--- src/rtl/uart_rx_deframer_if.sv ---
// Serial receiver bundle: the raw line in, plus the parallel byte and strobes out.
// The master side (host/line model) drives rx; the slave side (the deframer)
// drives the byte, strobes and busy flag.
`timescale 1ns/1ps
interface uart_rx_deframer_if;
    logic       rx;
    logic [7:0] RX_data;
    logic       rx_valid;
    logic       frame_err;
    logic       rx_busy;

    modport master (
        output rx,
        input  RX_data,
        input  rx_valid,
        input  frame_err,
        input  rx_busy
    );

    modport slave (
        input  rx,
        output RX_data,
        output rx_valid,
        output frame_err,
        output rx_busy
    );
endinterface

--- src/rtl/uart_rx_deframer.sv ---
// 8N1 serial deframer, LSB first. The line is synchronised, run through a
// 3-sample majority filter, and sampled at bit centres. Good bytes update a
// held RX_data bus with a one-cycle rx_valid; a low stop bit yields a one-cycle
// frame_err and the byte is dropped. A start bit that is not still low at its
// half-bit point is treated as a glitch and ignored.
`timescale 1ns/1ps
module uart_rx_deframer #(
    parameter int CLKS_PER_BIT = 868,
    parameter int CNT_W        = $clog2(CLKS_PER_BIT)
) (
    input  logic               clk,
    input  logic               rst_n,
    uart_rx_deframer_if.slave  bus
);

    typedef enum logic [1:0] {
        IDLE  = 2'd0,
        START = 2'd1,
        DATA  = 2'd2,
        STOP  = 2'd3
    } state_t;

    localparam logic [CNT_W-1:0] HALF_M1  = CNT_W'(CLKS_PER_BIT / 2 - 1);
    localparam logic [CNT_W-1:0] FULL_M1  = CNT_W'(CLKS_PER_BIT - 1);
    localparam logic [CNT_W-1:0] CNT_ONE  = CNT_W'(1);
    localparam logic [CNT_W-1:0] CNT_ZERO = {CNT_W{1'b0}};

    // Two-of-three vote used as the filtered bit value.
    function automatic logic majority3(input logic [2:0] h);
        return (h[0] & h[1]) | (h[0] & h[2]) | (h[1] & h[2]);
    endfunction

    logic             sync1_r;
    logic             sync2_r;
    logic [2:0]       hist_r;
    logic             rx_s;
    logic             bit_s;

    state_t           state_r;
    state_t           state_s;
    logic [CNT_W-1:0] cnt_r;
    logic [CNT_W-1:0] cnt_s;
    logic [2:0]       bit_idx_r;
    logic [2:0]       bit_idx_s;
    logic [7:0]       shift_r;
    logic [7:0]       shift_s;
    logic [7:0]       data_r;
    logic [7:0]       data_s;
    logic             valid_r;
    logic             valid_s;
    logic             ferr_r;
    logic             ferr_s;
    logic             busy_r;

    assign rx_s  = sync2_r;
    assign bit_s = majority3(hist_r);

    // Bring the asynchronous line into the clock domain and keep a short sample history.
    always_ff @(posedge clk or negedge rst_n) begin
        if (!rst_n) begin
            sync1_r <= 1'b1;
            sync2_r <= 1'b1;
            hist_r  <= 3'b111;
        end else begin
            sync1_r <= bus.rx;
            sync2_r <= sync1_r;
            hist_r  <= {hist_r[1:0], rx_s};
        end
    end

    // Frame sequencing: next state, counters, shift register and strobes.
    always_comb begin
        state_s   = state_r;
        cnt_s     = cnt_r;
        bit_idx_s = bit_idx_r;
        shift_s   = shift_r;
        data_s    = data_r;
        valid_s   = 1'b0;
        ferr_s    = 1'b0;
        case (state_r)
            IDLE: begin
                cnt_s     = CNT_ZERO;
                bit_idx_s = 3'd0;
                if (!rx_s) begin
                    state_s = START;
                end else begin
                    state_s = IDLE;
                end
            end
            START: begin
                if (cnt_r == HALF_M1) begin
                    cnt_s = CNT_ZERO;
                    if (!bit_s) begin
                        state_s   = DATA;
                        bit_idx_s = 3'd0;
                    end else begin
                        // Line went back high before mid start bit: a glitch.
                        state_s = IDLE;
                    end
                end else begin
                    cnt_s = cnt_r + CNT_ONE;
                end
            end
            DATA: begin
                if (cnt_r == FULL_M1) begin
                    cnt_s     = CNT_ZERO;
                    shift_s   = {bit_s, shift_r[7:1]};
                    bit_idx_s = bit_idx_r + 3'd1;
                    if (bit_idx_r == 3'd7) begin
                        state_s = STOP;
                    end else begin
                        state_s = DATA;
                    end
                end else begin
                    cnt_s = cnt_r + CNT_ONE;
                end
            end
            STOP: begin
                if (cnt_r == FULL_M1) begin
                    // Leave at the stop-bit centre so a back-to-back start is caught.
                    cnt_s   = CNT_ZERO;
                    state_s = IDLE;
                    if (bit_s) begin
                        data_s  = shift_r;
                        valid_s = 1'b1;
                    end else begin
                        ferr_s = 1'b1;
                    end
                end else begin
                    cnt_s = cnt_r + CNT_ONE;
                end
            end
            default: begin
                state_s   = IDLE;
                cnt_s     = CNT_ZERO;
                bit_idx_s = 3'd0;
            end
        endcase
    end

    // Register FSM state, datapath and all outputs.
    always_ff @(posedge clk or negedge rst_n) begin
        if (!rst_n) begin
            state_r   <= IDLE;
            cnt_r     <= CNT_ZERO;
            bit_idx_r <= 3'd0;
            shift_r   <= 8'h00;
            data_r    <= 8'h00;
            valid_r   <= 1'b0;
            ferr_r    <= 1'b0;
            busy_r    <= 1'b0;
        end else begin
            state_r   <= state_s;
            cnt_r     <= cnt_s;
            bit_idx_r <= bit_idx_s;
            shift_r   <= shift_s;
            data_r    <= data_s;
            valid_r   <= valid_s;
            ferr_r    <= ferr_s;
            busy_r    <= (state_s != IDLE);
        end
    end

    assign bus.RX_data   = data_r;
    assign bus.rx_valid  = valid_r;
    assign bus.frame_err = ferr_r;
    assign bus.rx_busy   = busy_r;

endmodule

--- src/flat_wrapper.sv ---
// flat-port wrapper written by rule: the top's interface ports become plain ports
module uart_rx_deframer_flat 
#(
    parameter int CLKS_PER_BIT = 868,
    parameter int CNT_W        = $clog2(CLKS_PER_BIT)
)
  (clk, rst_n, bus_rx, bus_RX_data, bus_rx_valid, bus_frame_err, bus_rx_busy);
  uart_rx_deframer_if bus_i ();
  input  logic clk;
  input  logic rst_n;
  input wire logic [$bits(bus_i.rx)-1:0] bus_rx;
  output wire logic [$bits(bus_i.RX_data)-1:0] bus_RX_data;
  output wire logic [$bits(bus_i.rx_valid)-1:0] bus_rx_valid;
  output wire logic [$bits(bus_i.frame_err)-1:0] bus_frame_err;
  output wire logic [$bits(bus_i.rx_busy)-1:0] bus_rx_busy;
  assign bus_i.rx = bus_rx;
  assign bus_RX_data = bus_i.RX_data;
  assign bus_rx_valid = bus_i.rx_valid;
  assign bus_frame_err = bus_i.frame_err;
  assign bus_rx_busy = bus_i.rx_busy;
  uart_rx_deframer #(.CLKS_PER_BIT(CLKS_PER_BIT), .CNT_W(CNT_W)) u_core (.clk(clk), .rst_n(rst_n), .bus(bus_i));
endmodule
--- config.mk ---
export PLATFORM = sky130hd
export DESIGN_NAME = uart_rx_deframer_flat
export DESIGN_NICKNAME = d
export VERILOG_FILES = /design/src/rtl/uart_rx_deframer_if.sv /design/src/rtl/uart_rx_deframer.sv /design/src/flat_wrapper.sv
export SDC_FILE = /design/constraint.sdc
export NUM_CORES = 1
export LEC_CHECK = 0
export BUFFER_PORTS_ARGS = -buffer_cell sky130_fd_sc_hd__buf_2
export CORE_MARGIN = 3
export CORE_UTILIZATION = 62
export DETAILED_ROUTE_END_ITERATION = 10
export PLACE_DENSITY = 0.83
export SYNTH_ARGS = -nofsm -noshare
export SYNTH_HDL_FRONTEND = slang
export SYNTH_SLANG_ARGS = --single-unit
--- constraint.sdc ---
create_clock -name clk -period 5.9 [get_ports clk]
set_input_delay 0.295 -clock clk [delete_from_list [all_inputs] [get_ports clk]]
set_output_delay 0.295 -clock clk [all_outputs]
set_load 0.02 [all_outputs]
==> results of run 1 <==
## synthesized netlist by cell type (2+ instances only)
cell       n  share of area, %
nor2_1    15               3.3
xnor2_1    6               3.1
nor3_1     6               1.8
and3_1     3               1.1
clkbuf_1   3              0.66
nor2b_1    4               1.5
nor4_1     3               1.1
xor2_1     2               1.0
o311ai_0   2               1.0
nand2_1    5               1.1
ha_1       4               2.9
dfrtp_1   34                50
a21oi_1    2              0.59
inv_1      2              0.44
mux2_2    16                11
nand3_1    9               2.6
dfstp_2    5               7.7
## flip-flops by register name, indices dropped and copies added (netlist names)
register              count
u_core.hist_r             3
u_core.bus.rx_valid       1
u_core.rx_s               1
u_core.sync1_r            1
u_core.state_r            2
u_core.bit_idx_r          3
u_core.cnt_r             10
u_core.bus.rx_busy        1
u_core.shift_r            8
u_core.bus.frame_err      1
u_core.bus.RX_data        8
## critical path, delay by kind of cell, from the launching register on
kind,cells,cell delay (ns)
mux,1,0.38
flops,1,0.44
simple gates,3,1.38
## metrics by stage
stage	util (%)	hold slack, ns	instance area, um2
2_1_floorplan	-	-0.0005911	1709
3_3_place_gp	70.30	0.3455	1789
3_5_place_dp	70.30	0.3469	1789
4_1_cts	73.40	0.02014	1868
5_1_grt	73.40	0.002277	1868
6_report	73.40	0.02969	1868
## worst paths after layout
kind                                 start                     to  slack [ns]
max reg2reg                u_core.cnt_r[2]  u_core.bus.RX_data[6]        3.59
min in group clk                    bus_rx         u_core.sync1_r        0.04
min reg2reg                 u_core.sync1_r            u_core.rx_s        0.36
min                                  rst_n      u_core.shift_r[1]        0.03
max                        u_core.cnt_r[2]  u_core.bus.RX_data[6]        3.59
max in group asynchronous            rst_n        u_core.cnt_r[2]        5.35
## cell families (layout without fill, tap and decap cells)
kind of cell	count (synthesis)	count (layout)	share of synthesized area, %
AOI/OAI and AO/OA	11	11	5.052
xor gates and xnor gates	8	8	4.100
adders and majority gates	5	5	3.514
buffers and inverters	6	23	1.757
DFF	39	39	57.47
muxes	16	16	10.54
and+or+nand+nor	55	55	17.57
## power by group through the flow
stage | Sequential (mW) | Clock (mW) | Combinational [mW]
final | 0.272 | 0.173 | 0.00815
after CTS | 0.272 | 0.178 | 0.00864
after global routing | 0.272 | 0.193 | 0.00955
after global placement | 0.277 | 0 | 0.00840
after detailed placement | 0.277 | 0 | 0.00860
after floorplan | 0.276 | 0 | 0.00230
## final cells by class
type                       count  area share [%]
sequential                    39           52.58
inverter                       2          0.4019
clock inverter                 2           2.009
multi-input combinational     95           37.31
tap                           30           2.009
timing repair buffer          13           3.483
clock buffer                   6           2.210
## layer usage
layer / wire length [um] / global-route usage [%] / vias up
met2: 1417 / 31.90 / 27
met5: 0 / 0 / -
met3: 119 / 5.482 / 4
met4: 36 / 13.91 / 0
li1: - / - / 536
met1: 1282 / 24.48 / 527
==> metrics.txt, run 1 <==
status completed; Nets 163; Peak supply drop 0.0002976 V; Total Routing Usage GR 20.37%; I/O Pins 14; post-route insts no fill 187; RSZ-0062 raised after global routing false; Hold Path Class in -> async; Clock Latency Late Sink 0.35 ns; final worst clock skew 0.01225 ns; Row Count 18; number of post-CTS setup repair buffers 0; Critical Path Max Stage Delay 0.51 ns; Pint 361.2 uW; mean post-synth cell area 12.21 um2; Synth warnings 0; Ant. Diodes 0; clock root cell clkbuf_4; clk buf depth 2; post-route minimum period 2.308 ns; starting density of the core 67.16%; Hold Vio Cnt, Final 0; drt total wl 2.856 mm; post-CTS sizing 0; Static Leak 0.8853 nW; Area growth, synth to finish 9.297%; Clk network pwr share 38.2%; total gr overflow 0; CTS Buf Count 5; Syn Nets 147; largest net degree at the start of global routing 40; Cell Chain, Critical Path or3b_4 -> or3_1 -> nor3_4 -> mux2_2; vias 1094; CTS H-tree lvls 2; # setup viols final 0; largest fanout on the critical path 8; # clock sinks 39; first-pass detailed-route iteration total 4; DRC viols 0; die height 58.51 um; Vias/cell 5.850; FFs w/ async S/R, synth 100.0%; iteration-0 DRC count of the detailed router 53; initial antenna violation count 0; fmax 433.3 MHz; Die ar. 3423 um2; commonest non-fill, non-tap cell in the layout dfrtp_1; first-pass GRT wire length 5.154 mm; DIE WIDTH 58.51 um; IO Port Bufs 13; worst path arrival time 2.54 ns; final slew viol count 0; Primary FF master, synth dfrtp_1; Clock transition at path regs 0.11 ns; RePlAce Congestion 0.7789; Detail Route Antenna Nets 0; cell area after synthesis 1709 um2; final worst slack 3.592 ns; Yosys reg bits 39; Seq. cell area 982.2 um2; Worst Max-Slew Pin Slew 0.8181 ns; Sw Pwr 91.49 uW; Tcrit/Tclk final 39.11%; ratio of cells with drive above 1 in the final layout 29.30%; startpoint types flip-flop; Net Sw Frac 20.21%; Post-Synthesis Cells 140; Tot Pwr 452.7 uW; CTS tree yes; area of the multi-input gates 696.9 um2; core area 2545 um2; Filler cells 178; sequential share of power 60.0%; count of cell types in the netlist 36; Crit Path Class reg -> reg; Worst R2R Path Depth 4; setup_tns 0 ns; maxcap violations 0; Slew Limit Headroom 45.46%; pre-CTS setup slack 3.591 ns; hold buffers post-CTS 0; Gate power share 1.8%; WL per Instance 15.27 um; most frequent cells in the layout 34 x dfrtp_1, 16 x mux2_2, 15 x nor2_1; vias in the first global route 1164; Seq/Total Area, Yosys 57.47%; Placed Instances 179; Worst Path Required 6.13 ns; Slowest-stage cell, CP or3_1; Post-synth EDFFs 0; HPWL after DPL 2.003 mm; Setup crit end kind flip-flop; pwr dens 242.3 nW/um2
Power figures use the tool's default switching activity.
==> inputs of run 2 (changes only) <==
--- a/config.mk
+++ b/config.mk
@@ -7,9 +7,9 @@
 export LEC_CHECK = 0
 export BUFFER_PORTS_ARGS = -buffer_cell sky130_fd_sc_hd__buf_2
 export CORE_MARGIN = 3
-export CORE_UTILIZATION = 62
+export CORE_UTILIZATION = 58
 export DETAILED_ROUTE_END_ITERATION = 10
-export PLACE_DENSITY = 0.83
+export PLACE_DENSITY = 0.79
 export SYNTH_ARGS = -nofsm -noshare
 export SYNTH_HDL_FRONTEND = slang
 export SYNTH_SLANG_ARGS = --single-unit
==> constraint.sdc (replaced) <==
create_clock -name clk -period 2.2 [get_ports clk]
set_input_delay 0.11 -clock clk [delete_from_list [all_inputs] [get_ports clk]]
set_output_delay 0.11 -clock clk [all_outputs]
set_load 0.02 [all_outputs]
==> run 2 against run 1 <==
  * Worst hold slack improved by 0.33 ns
  * Clock-buffer cell count unchanged
  * Register-to-register slack got worse by 3.5 ns
  * Largest power group unchanged
==> metrics.txt, run 2 (synthesis results as in run 1) <==
initial antenna violation count 0; CTS Buf Count 5; Vias/cell 5.766; commonest non-fill, non-tap cell in the layout dfrtp_1; Largest register FFs 10; # setup viols final 0; Slew Limit Headroom 45.20%; starting density of the core 61.45%; most frequent cells in the layout 34 x dfrtp_1, 16 x mux2_2, 15 x nor2_1; area of the multi-input gates 696.9 um2; final worst slack 0.1238 ns; Clock Latency Late Sink 0.35 ns; iteration-0 DRC count of the detailed router 112; status completed; Seq. cell area 982.2 um2; Detail Route Antenna Nets 0; I/O Pins 14; HPWL after DPL 2.112 mm; # clock sinks 39; vias 1136; Nets 172; Clock transition at path regs 0.11 ns; Filler cells 201; RePlAce Congestion 0.8384; final worst clock skew 0.01346 ns; Static Leak 0.9305 nW; Hold Path Class reg -> reg; Cell Chain, Critical Path or3b_4 -> buf_4 -> or3_2 -> o311ai_1 -> nand3_1; Worst Path Required 2.42 ns; Tcrit/Tclk final 94.37%; Non-Filler Cell Area, Final 1954 um2; critical path buffer and inverter count 1; worst path arrival time 2.30 ns; vias in the first global route 1072; IO Port Bufs 13; Die ar. 3634 um2; DRC viols 0; largest fanout on the critical path 6; Worst Max-Slew Pin Slew 0.8220 ns; Row Count 19; pwr dens 622.1 nW/um2; clock root cell clkbuf_4; drt total wl 3.013 mm; Placed Area 1836 um2; largest register by flop count u_core.cnt_r; largest net degree at the start of global routing 40; RSZ-0062 raised after global routing false; CTS tree yes; total gr overflow 0; first-pass detailed-route iteration total 4; die height 60.29 um; post-route minimum period 2.076 ns; Ant. Diodes 0; Total Routing Usage GR 19.13%; CTS H-tree lvls 2; fmax 481.7 MHz; Area growth, synth to finish 14.35%; WL per Instance 15.29 um; utilization after layout 70.27%; startpoint types flip-flop; DIE WIDTH 60.29 um; final slew viol count 0; clk buf depth 2; critical path's top delay family simple AND/OR/NAND/NOR gates; Critical Path Max Stage Delay 0.56 ns; ratio of cells with drive above 1 in the final layout 31.93%; Min Hold Slack 0.3635 ns; core area 2781 um2; first-pass GRT wire length 4.933 mm; Peak supply drop 0.0007773 V; Slowest-stage cell, CP or3_2; pre-CTS setup slack 0.02358 ns; Hold Vio Cnt, Final 0; Crit Path Class reg -> reg; maxcap violations 0; Setup crit end kind flip-flop; setup_tns 0 ns
-- run 2: cell types whose count changed in the layout (fill, tap and decap cells not counted) --
cell           previous run  this run
buf_12                    0         1
dlygate4sd3_1             0         2
o311ai_0                  2         0
o311ai_1                  0         2
buf_4                     0         6
-- run 2: worst paths after layout --
check / startpoint / to / slack (ns) / depth (start not counted)
max reg2reg: u_core.cnt_r[3] / u_core.bit_idx_r[2] / 0.12 / 5
max: u_core.cnt_r[3] / u_core.bit_idx_r[2] / 0.12 / 5
min reg2reg: u_core.sync1_r / u_core.rx_s / 0.36 / 0
min: u_core.sync1_r / u_core.rx_s / 0.36 / 0
max in group asynchronous: rst_n / u_core.cnt_r[1] / 1.29 / 2
min in group asynchronous: rst_n / u_core.shift_r[1] / 0.39 / 2
-- run 2: repair_timing --
item / CTS / global route
setup endpoints to repair: 0 / 10
endpoints found under the hold margin: 35 / 0
gates resized for setup: 0 / 2
buffers inserted: 0 / 1
hold buffers: 2 / 0
-- run 2: area by class of cell --
cell class | instances | share of cell area [%]
clock buffers | 6 | 2.113
inverters | 2 | 0.3841
well taps | 31 | 1.985
clock inverters | 2 | 1.921
repair buffers | 22 | 7.682
multi-input cells | 95 | 35.66
flip-flops and latches | 39 | 50.26
-- run 2: layer usage --
layer	vias to the layer above	share of wire [%]	GRT usage [%]
met5	-	0	0
met2	16	52	30.25
met1	565	43	23.60
met3	6	3.0	5.184
met4	0	1.7	10.44
li1	549	-	-
-- run 2: where the power goes --
group / switching [mW] / leakage [nW] / internal [mW]
clock network: 0.222 / 0.0385 / 0.240
registers: 0.00360 / 0.508 / 0.725
logic: 0.0193 / 0.385 / 0.00619
total: 0.245 / 0.931 / 0.971
-- run 2: per-stage QoR --
stage,instances,power [mW]
2_1_floorplan,140,0.7476
3_3_place_gp,186,0.7646
3_5_place_dp,186,0.7664
4_1_cts,196,1.232
5_1_grt,197,1.260
6_report,197,1.216
